===== config.mk =====
export PLATFORM = sky130hd
export DESIGN_NAME = ad7276_emu
export DESIGN_NICKNAME = d
export VERILOG_FILES = /design/src/rtl/ad7276_pkg.sv /design/src/rtl/ad7276_emu_sync.sv /design/src/rtl/ad7276_emu.sv
export SDC_FILE = /design/constraint.sdc
export NUM_CORES = 1
export LEC_CHECK = 0
export CORE_AREA = 10 10 108 91
export CTS_CLUSTER_DIAMETER = 60
export DETAILED_ROUTE_END_ITERATION = 10
export DIE_AREA = 0 0 118 101
export GPL_TIMING_DRIVEN = 0
export HOLD_SLACK_MARGIN = 0.12
export REMOVE_ABC_BUFFERS = 1
export SLEW_MARGIN = 0
export SYNTH_ARGS = -nofsm -noshare
export SYNTH_HDL_FRONTEND = slang
export SYNTH_HIERARCHICAL = 1
export SYNTH_SLANG_ARGS = --single-unit

===== constraint.sdc =====
create_clock -name fpga_clk_i -period 3.9 [get_ports fpga_clk_i]
set_input_delay 1.17 -clock fpga_clk_i [delete_from_list [all_inputs] [get_ports fpga_clk_i]]
set_output_delay 1.17 -clock fpga_clk_i [all_outputs]
set_load 0.02 [all_outputs]

===== src/rtl/ad7276_pkg.sv =====
// ad7276_pkg
// Shared constants, the frame-layout helper and the one-hot state encoding
// for the AD7276 serial-output emulator.
`timescale 1ns/1ps

package ad7276_pkg;

  // Default frame layout of the AD7276: 2 zeros, 12 data bits, 2 zeros.
  localparam int AD_DATA_WIDTH = 12;
  localparam int AD_LEAD_ZEROS = 2;
  localparam int AD_FRAME_BITS = 16;
  localparam int AD_SYNC_STAGES = 2;

  // Zero bits that follow the data LSB in a frame.
  function automatic int trail_zeros(input int frame_bits, input int lead_zeros,
                                     input int data_width);
    return frame_bits - lead_zeros - data_width;
  endfunction

  typedef enum logic [2:0] {
    ST_IDLE  = 3'b001,
    ST_SHIFT = 3'b010,
    ST_DONE  = 3'b100
  } state_t;

endpackage


===== src/rtl/ad7276_emu_sync.sv =====
// ad7276_emu_sync
// Brings one asynchronous bus pin into the fpga_clk_i domain and reports
// its changes.
// Ports:
//   fpga_clk_i  clock
//   reset_i     synchronous active-high reset
//   pin_i       asynchronous pin (idle high)
//   level_o     synchronized level, aligned with edge_o
//   edge_o      1-cycle strobe: level_o differs from its previous value
//               (rise = edge_o & level_o, fall = edge_o & ~level_o)
// The strobe appears after SYNC_STAGES flops; the consumer registers the
// reaction on the following clock, SYNC_STAGES+1 clocks after the pin edge.
`timescale 1ns/1ps

module ad7276_emu_sync #(
  parameter int SYNC_STAGES = 2
) (
  input  logic fpga_clk_i,
  input  logic reset_i,
  input  logic pin_i,
  output logic level_o,
  output logic edge_o
);

  logic [SYNC_STAGES-1:0] sync_q;
  logic                   edge_q;
  // Marks when every flop holds a genuine pin sample rather than its reset
  // value; until then no strobe is reported, so a pin held low through
  // reset does not look like a fresh falling edge.
  logic [SYNC_STAGES:0]   fill_q;

  // NOTE: clocked state uses non-blocking assignments so every flop samples
  // the pre-edge values of its neighbours; blocking here would collapse the
  // synchronizer chain into a single stage.
  always_ff @(posedge fpga_clk_i) begin
    if (reset_i) begin
      sync_q <= '1;
      edge_q <= 1'b1;
      fill_q <= '0;
    end else begin
      sync_q <= {sync_q[SYNC_STAGES-2:0], pin_i};
      edge_q <= sync_q[SYNC_STAGES-1];
      fill_q <= {fill_q[SYNC_STAGES-1:0], 1'b1};
    end
  end

  assign level_o = sync_q[SYNC_STAGES-1];
  assign edge_o  = fill_q[SYNC_STAGES] & (sync_q[SYNC_STAGES-1] ^ edge_q);

endmodule


===== src/rtl/ad7276_emu.sv =====
// ad7276_emu
// Behavioural model of the AD7276 serial output stage (slave side of the
// CS/SCLK/SDATA link). Each frame is LEAD_ZEROS zeros, the held sample MSB
// first, then trailing zeros; data changes after each falling SCLK.
// Ports:
//   fpga_clk_i      single clock
//   reset_i         synchronous active-high reset
//   sample_i        next conversion result
//   sample_valid_i  sample_i valid
//   sample_ready_o  next-sample buffer empty
//   cs_i            chip select, active low, asynchronous
//   sclk_i          serial clock, idles high, asynchronous
//   sdata_o         serial data
//   sdata_oe_o      output enable (low = three-state)
//   busy_o          frame in progress
//   frame_done_o    pulse: full frame shifted
//   frame_abort_o   pulse: CS rose mid-frame
//   underrun_o      pulse: frame started without a new sample
`timescale 1ns/1ps

module ad7276_emu
  import ad7276_pkg::*;
#(
  parameter int DATA_WIDTH  = AD_DATA_WIDTH,
  parameter int LEAD_ZEROS  = AD_LEAD_ZEROS,
  parameter int FRAME_BITS  = AD_FRAME_BITS,
  parameter int SYNC_STAGES = AD_SYNC_STAGES
) (
  input  logic                  fpga_clk_i,
  input  logic                  reset_i,
  input  logic [DATA_WIDTH-1:0] sample_i,
  input  logic                  sample_valid_i,
  output logic                  sample_ready_o,
  input  logic                  cs_i,
  input  logic                  sclk_i,
  output logic                  sdata_o,
  output logic                  sdata_oe_o,
  output logic                  busy_o,
  output logic                  frame_done_o,
  output logic                  frame_abort_o,
  output logic                  underrun_o
);

  localparam int TRAIL_ZEROS = trail_zeros(FRAME_BITS, LEAD_ZEROS, DATA_WIDTH);
  localparam int CNT_W       = $clog2(FRAME_BITS + 1);
  localparam logic [CNT_W-1:0] LAST_BIT = CNT_W'(FRAME_BITS - 1);

  // Places a sample at its bit position inside a frame, zeros elsewhere.
  function automatic logic [FRAME_BITS-1:0] frame_word(input logic [DATA_WIDTH-1:0] s);
    logic [FRAME_BITS-1:0] w;
    w = '0;
    w[TRAIL_ZEROS +: DATA_WIDTH] = s;
    return w;
  endfunction

  logic cs_level, cs_edge, sclk_level, sclk_edge;
  logic cs_fall, cs_rise, sclk_fall;

  ad7276_emu_sync #(.SYNC_STAGES(SYNC_STAGES)) u_cs_sync (
    .fpga_clk_i (fpga_clk_i),
    .reset_i    (reset_i),
    .pin_i      (cs_i),
    .level_o    (cs_level),
    .edge_o     (cs_edge)
  );

  ad7276_emu_sync #(.SYNC_STAGES(SYNC_STAGES)) u_sclk_sync (
    .fpga_clk_i (fpga_clk_i),
    .reset_i    (reset_i),
    .pin_i      (sclk_i),
    .level_o    (sclk_level),
    .edge_o     (sclk_edge)
  );

  assign cs_fall   = cs_edge & ~cs_level;
  assign cs_rise   = cs_edge & cs_level;
  assign sclk_fall = sclk_edge & ~sclk_level;

  state_t                state_q;
  logic [FRAME_BITS-1:0] shift_q;
  logic [CNT_W-1:0]      bit_cnt_q;
  logic [DATA_WIDTH-1:0] held_q;
  logic [DATA_WIDTH-1:0] next_q;

  // sample_ready_o doubles as the "next buffer empty" flag.
  always_ff @(posedge fpga_clk_i) begin
    if (reset_i) begin
      state_q        <= ST_IDLE;
      // NOTE: the data registers are reset too: held_q must read 0 so a
      // frame started before any sample was written shifts out zeros.
      shift_q        <= '0;
      bit_cnt_q      <= '0;
      held_q         <= '0;
      next_q         <= '0;
      sample_ready_o <= 1'b1;
      sdata_o        <= 1'b0;
      sdata_oe_o     <= 1'b0;
      busy_o         <= 1'b0;
      frame_done_o   <= 1'b0;
      frame_abort_o  <= 1'b0;
      underrun_o     <= 1'b0;
    end else begin
      frame_done_o  <= 1'b0;
      frame_abort_o <= 1'b0;
      underrun_o    <= 1'b0;

      // A sample taken in the same cycle as cs_fall sees ready=1 (buffer
      // empty), so that frame underruns and the sample waits for the next.
      if (sample_valid_i && sample_ready_o) begin
        next_q         <= sample_i;
        sample_ready_o <= 1'b0;
      end

      // NOTE: the default arm catches illegal one-hot codes and recovers
      // to IDLE instead of leaving the machine stuck.
      unique case (state_q)
        ST_IDLE: begin
          if (cs_fall) begin
            if (!sample_ready_o) begin
              held_q         <= next_q;
              shift_q        <= frame_word(next_q);
              sample_ready_o <= 1'b1;
            end else begin
              shift_q    <= frame_word(held_q);
              underrun_o <= 1'b1;
            end
            bit_cnt_q <= '0;
            state_q   <= ST_SHIFT;
          end
        end
        ST_SHIFT: begin
          // CS rising wins over a coincident final SCLK fall.
          if (cs_rise) begin
            frame_abort_o <= 1'b1;
            state_q       <= ST_IDLE;
          end else if (sclk_fall) begin
            shift_q   <= {shift_q[FRAME_BITS-2:0], 1'b0};
            bit_cnt_q <= bit_cnt_q + 1'b1;
            if (bit_cnt_q == LAST_BIT) begin
              frame_done_o <= 1'b1;
              state_q      <= ST_DONE;
            end
          end
        end
        ST_DONE: begin
          if (cs_rise) state_q <= ST_IDLE;
        end
        default: state_q <= ST_IDLE;
      endcase

      // Pin-side outputs follow the state one clock later.
      sdata_oe_o <= (state_q == ST_SHIFT);
      busy_o     <= (state_q == ST_SHIFT);
      sdata_o    <= (state_q == ST_SHIFT) && shift_q[FRAME_BITS-1];
    end
  end

endmodule


# [Word level (Yosys, flattened, before mapping)]
# Index checks and enable logic that the tools add are counted.
[op_classes] add_sub_neg=1 n_eq_ne=10 n_mux=24 bitwise_logic=14 n_reduce_logical=9
[ops] cell="$mux W16" n=3
[ops] cell="$pmux W16 S2" n=1
[ops] cell="$mux W3" n=5
[ops] cell="$mux W5" n=3
[ops] cell="$mux W14" n=1
[ops] cell="$pmux W5 S2" n=1
[ops] cell="$mux W1" n=9
[ops] cell="$pmux W3 S3" n=1
[ops] cell="$ne A2 B2 Y1 const B" n=4
[ops] cell="$reduce_and A4 Y1" n=2
[ops] cell="$not A1 Y1" n=7
[ops] cell="$ne A3 B3 Y1 const B" n=2
[ops] cell="$add A5 B1 Y5 const B" n=1
[ops] cell="$and A1 B1 Y1" n=5
[ops] cell="$eq A5 B4 Y1 const B" n=1
[ops] cell="$reduce_or A4 Y1" n=1
[ops] cell="$eq A3 B1 Y1 const B" n=1
[ops] cell="$eq A3 B2 Y1 const B" n=1
[ops] cell="$eq A3 B3 Y1 const B" n=1
[ops] cell="$reduce_and A3 Y1" n=1
[ops] cell="$reduce_or A3 Y1" n=1
[ops] cell="$logic_and A1 B1 Y1" n=2
[ops] cell="$reduce_bool A2 Y1" n=1
[ops] cell="$reduce_or A2 Y1" n=1
[ops] cell="$xor A1 B1 Y1" n=2
[totals] regBits=66 inputBits=17 wordCells=77

# [Longest topological paths before layout]
# Gate-level depths: netlist of run 1.
[depth] depth_word=6 depth_mapped=6

# [Cells and area by module]
# The synthesis of run 1 kept the hierarchy.
[by_module_without_submodules] module="ad7276_emu" n_inst=1 cells_each=271 area_per_inst_um2=2418.6 seq_area_each_um2=1041.0
[by_module_without_submodules] module="ad7276_emu_sync" n_inst=2 cells_each=14 area_per_inst_um2=170.2 seq_area_each_um2=120.1

# [Worst setup path before layout of run 1]
# No wires, ideal clock.
[synth_path] path_kind="input to register" startpoint="input port reset_i" endpoint="register held_q[11]" setup_ns=0.132 arrival_ns=2.029 slack_ns=1.739 cell_stages=4 n_path_buf=3 cell_sequence="clkbuf_1 > clkbuf_1 > clkbuf_1 > a21oi_1"
[synth_rtl] element="from (decl)" line_no="ad7276_emu.sv:30" rtl="input logic reset_i,"
[synth_rtl] element="to (signal assigned)" line_no="ad7276_emu.sv:120" rtl="held_q <= next_q;"
[synth_rtl] element="to (decl)" line_no="ad7276_emu.sv:82" rtl="logic [DATA_WIDTH-1:0] held_q;"
# No word-level cell between the ends.

# [Worst setup path in the final report of run 1]
[layout_path] startpoint="register sample_ready_o" endpoint="output port sample_ready_o"
[layout_rtl] element="from (decl)" line_no="ad7276_emu.sv:33" rtl="output logic sample_ready_o,"
[layout_rtl] element="from (signal assigned)" line_no="ad7276_emu.sv:95" rtl="sample_ready_o <= 1'b1;"
[layout_rtl] element="from (signal assigned)" line_no="ad7276_emu.sv:111" rtl="sample_ready_o <= 1'b0;"
[layout_rtl] element="from (signal assigned)" line_no="ad7276_emu.sv:122" rtl="sample_ready_o <= 1'b1;"
# No word-level cell between the ends.

==> results of run 1 <==
[sequential cells by signal, summed over array words and instances (netlist names), 2 cells and up]
| name | cells |
|---|---|
| state_q | 3 |
| u_sclk_sync/fill_q | 3 |
| u_cs_sync/sync_q | 2 |
| next_q | 12 |
| bit_cnt_q | 5 |
| held_q | 12 |
| u_sclk_sync/sync_q | 2 |
| u_cs_sync/fill_q | 3 |
| shift_q | 14 |
[power by group]
part           leakage [nW]  switching [mW]  internal (mW)
logic                 0.587          0.0337         0.0329
registers             0.520          0.0153          0.667
clock network        0.0776           0.255          0.245
total                  1.19           0.304          0.945
[layout by cell type (no fill, tap or decap), types with 2 or more instances in the layout]
cell type,count
dfxtp_1,64
nand2_1,47
mux2i_1,27
a21oi_1,26
clkdlybuf4s50_1,22
nand4_1,14
o31ai_1,13
nor2_1,11
a221o_1,11
clkbuf_8,10
nor2b_1,7
inv_1,6
or2_1,6
nand3_1,5
and2_1,5
nand2b_1,4
nor3_1,3
clkinvlp_4,3
ha_1,2
xor2_1,2
[cell type report]
cell class / count / area (sq um)
clock inverters: 4 / 31.3
well taps: 108 / 135
multi-input cells: 204 / 1340
clock buffers: 11 / 141
fillers: 780 / 4480
repair buffers: 25 / 256
flip-flops and latches: 64 / 1280
inverters: 6 / 22.5
[path summary, 6_finish.rpt]
| check | from | end | slack (ps) | cells past startpoint |
|---|---|---|---|---|
| worst max-delay path | sample_ready_o | sample_ready_o | 470 | 1 |
| worst min-delay path | u_cs_sync/sync_q[0] | u_cs_sync/sync_q[1] | 410 | 1 |
| worst max register to register | state_q[2] | shift_q[6] | 1360 | 4 |
| worst min register to register | u_cs_sync/sync_q[0] | u_cs_sync/sync_q[1] | 410 | 1 |
[through the flow]
step | cell area (sq um) | power [mW] | hold WS, ps
after floorplan | 2640 | 0.724 | 383
after global placement | 3000 | 0.762 | 386
after detailed placement | 3040 | 0.764 | 392
after CTS | 3210 | 1.27 | 411
after global routing | 3210 | 1.29 | 431
final | 3210 | 1.25 | 407
[cell families after synthesis]
group,Yosys count,synth area share
xor gates and xnor gates,2,0.00635
and+or+nand+nor,112,0.210
AOI/OAI and AO/OA,60,0.156
buffers and inverters,31,0.0526
DFF,64,0.464
adders and majority gates,2,0.00907
muxes,28,0.102
[per-layer routing]
layer  vias to the layer above  GRT usage
met3                        10     0.0325
met2                        41      0.143
met1                      1003      0.136
li1                       1088          -
met4                         0     0.0427
met5                         -          0
==> metrics, run 1 <==
outcome completed; Worst-Margin Slew 1210 ps; worst ir drop on vdd around 0.00025 V; max cap viols 0; FMAX approximately 0.29 GHz; critical path startpoint category register; DIE AREA around 12000 sq um; Critical Path AT approximately 2300 ps; Layout area overhead 16.3%; Crit-path slowest cell dfxtp_1; Fin. Hold Viols 0; final core utilization 0.417; Layout Cells excl Fill ~420; Reg clk slew, reported paths ~70 ps; number of synthesized flops with an enable pin 0; routed via count roughly 2100; max-slew violations 0; die height approximately 100 microns; H-Tree Depth 3; DP HPWL 3.90 mm; synthesized area about 2800 sq um; top routing layer in use met4; PwrDens 389 nW/um^2; clock root buffer clkbuf_8; Buf/Inv on CP 1; ratio of cells with drive above 1 in the final layout 0.0764; Clock Sinks 64; Synth Register Bits 64; CORE AREA ~7700 sq um; Site Rows 29; Seq/Total Area, Yosys 0.464; HP Class register to register; CP delay by family, top flip-flops; DRC violations left 0; IO buf count 23; Post-Syn Area per Cell ~9 sq um; crit end category output port; share of flip-flops with an asynchronous set or reset 0; largest area contributor in the netlist dfxtp_1; crit-path cells clkdlybuf4s50_1; clk_lat worst skew 340 ps; num ports 24; crit path max fanout 29; Sum Neg Setup Slack 0 ps; DR WL met3 approximately 300 microns; Worst Setup Slack post-DPL between 800 and 900 ps; Tmin final 3430 ps; pin count of the biggest net entering global routing 46; met2 routed wirelength approximately 2.4 mm; M1 WL around 3.2 mm; Initial Utilization 0.359; most frequent cell after synthesis dfxtp_1; top post-synthesis cells by count dfxtp_1 (64), nand2_1 (47), mux2i_1 (27); vias in the first global route 2000; Synth Flop Type dfxtp_1; Leakage about 1.2 nW; CTS tree done; Post-CTS Hold Buffers 0; Clock Skews 9.98 ps; worst path required time 2730 ps; drt initial violations about 110; Post-CTS Setup Repair Bufs 0; ANT cells 0; drt first pass iters 4; initial antenna violation count 0; Layout Nets approximately 330; CTS max path bufs 2; dpl cells around 400; Synth top area share 0.464; total track usage 0.101; worst setup path class register to output port; gr ovfl total 0; synth unique cells 43; setup ws final ~470 ps; antenna-violating nets left 0; placer congestion estimate 0.724; Inserted Clock Buffers 9; fin crit share 0.880; top cells by area, synth dfxtp_1 (46%), mux2i_1 (9.8%), nand2_1 (6.4%), a21oi_1 (4.7%), a221o_1 (4.0%); Synth Instances 299; max incr delay on CP around 1100 ps; total number of yosys warnings 6; RSZ-0062 raised after global routing no; first-pass GRT wire length 9.85 mm; WL final about 6.0 mm; wire per inst about 14 microns; final setup vio count 0; chip width approximately 120 microns; Slew HR 0.191; post_cts resized 0; Vias/cell 5.08
No activity file was read; power rests on OpenSTA's default activity.
==> inputs of run 2 (changes only) <==
- SKIP_CTS_REPAIR_TIMING: unset -> 1
==> results of run 2 <==
No change in the layout: final DEF, timing and power equal those of run 1.
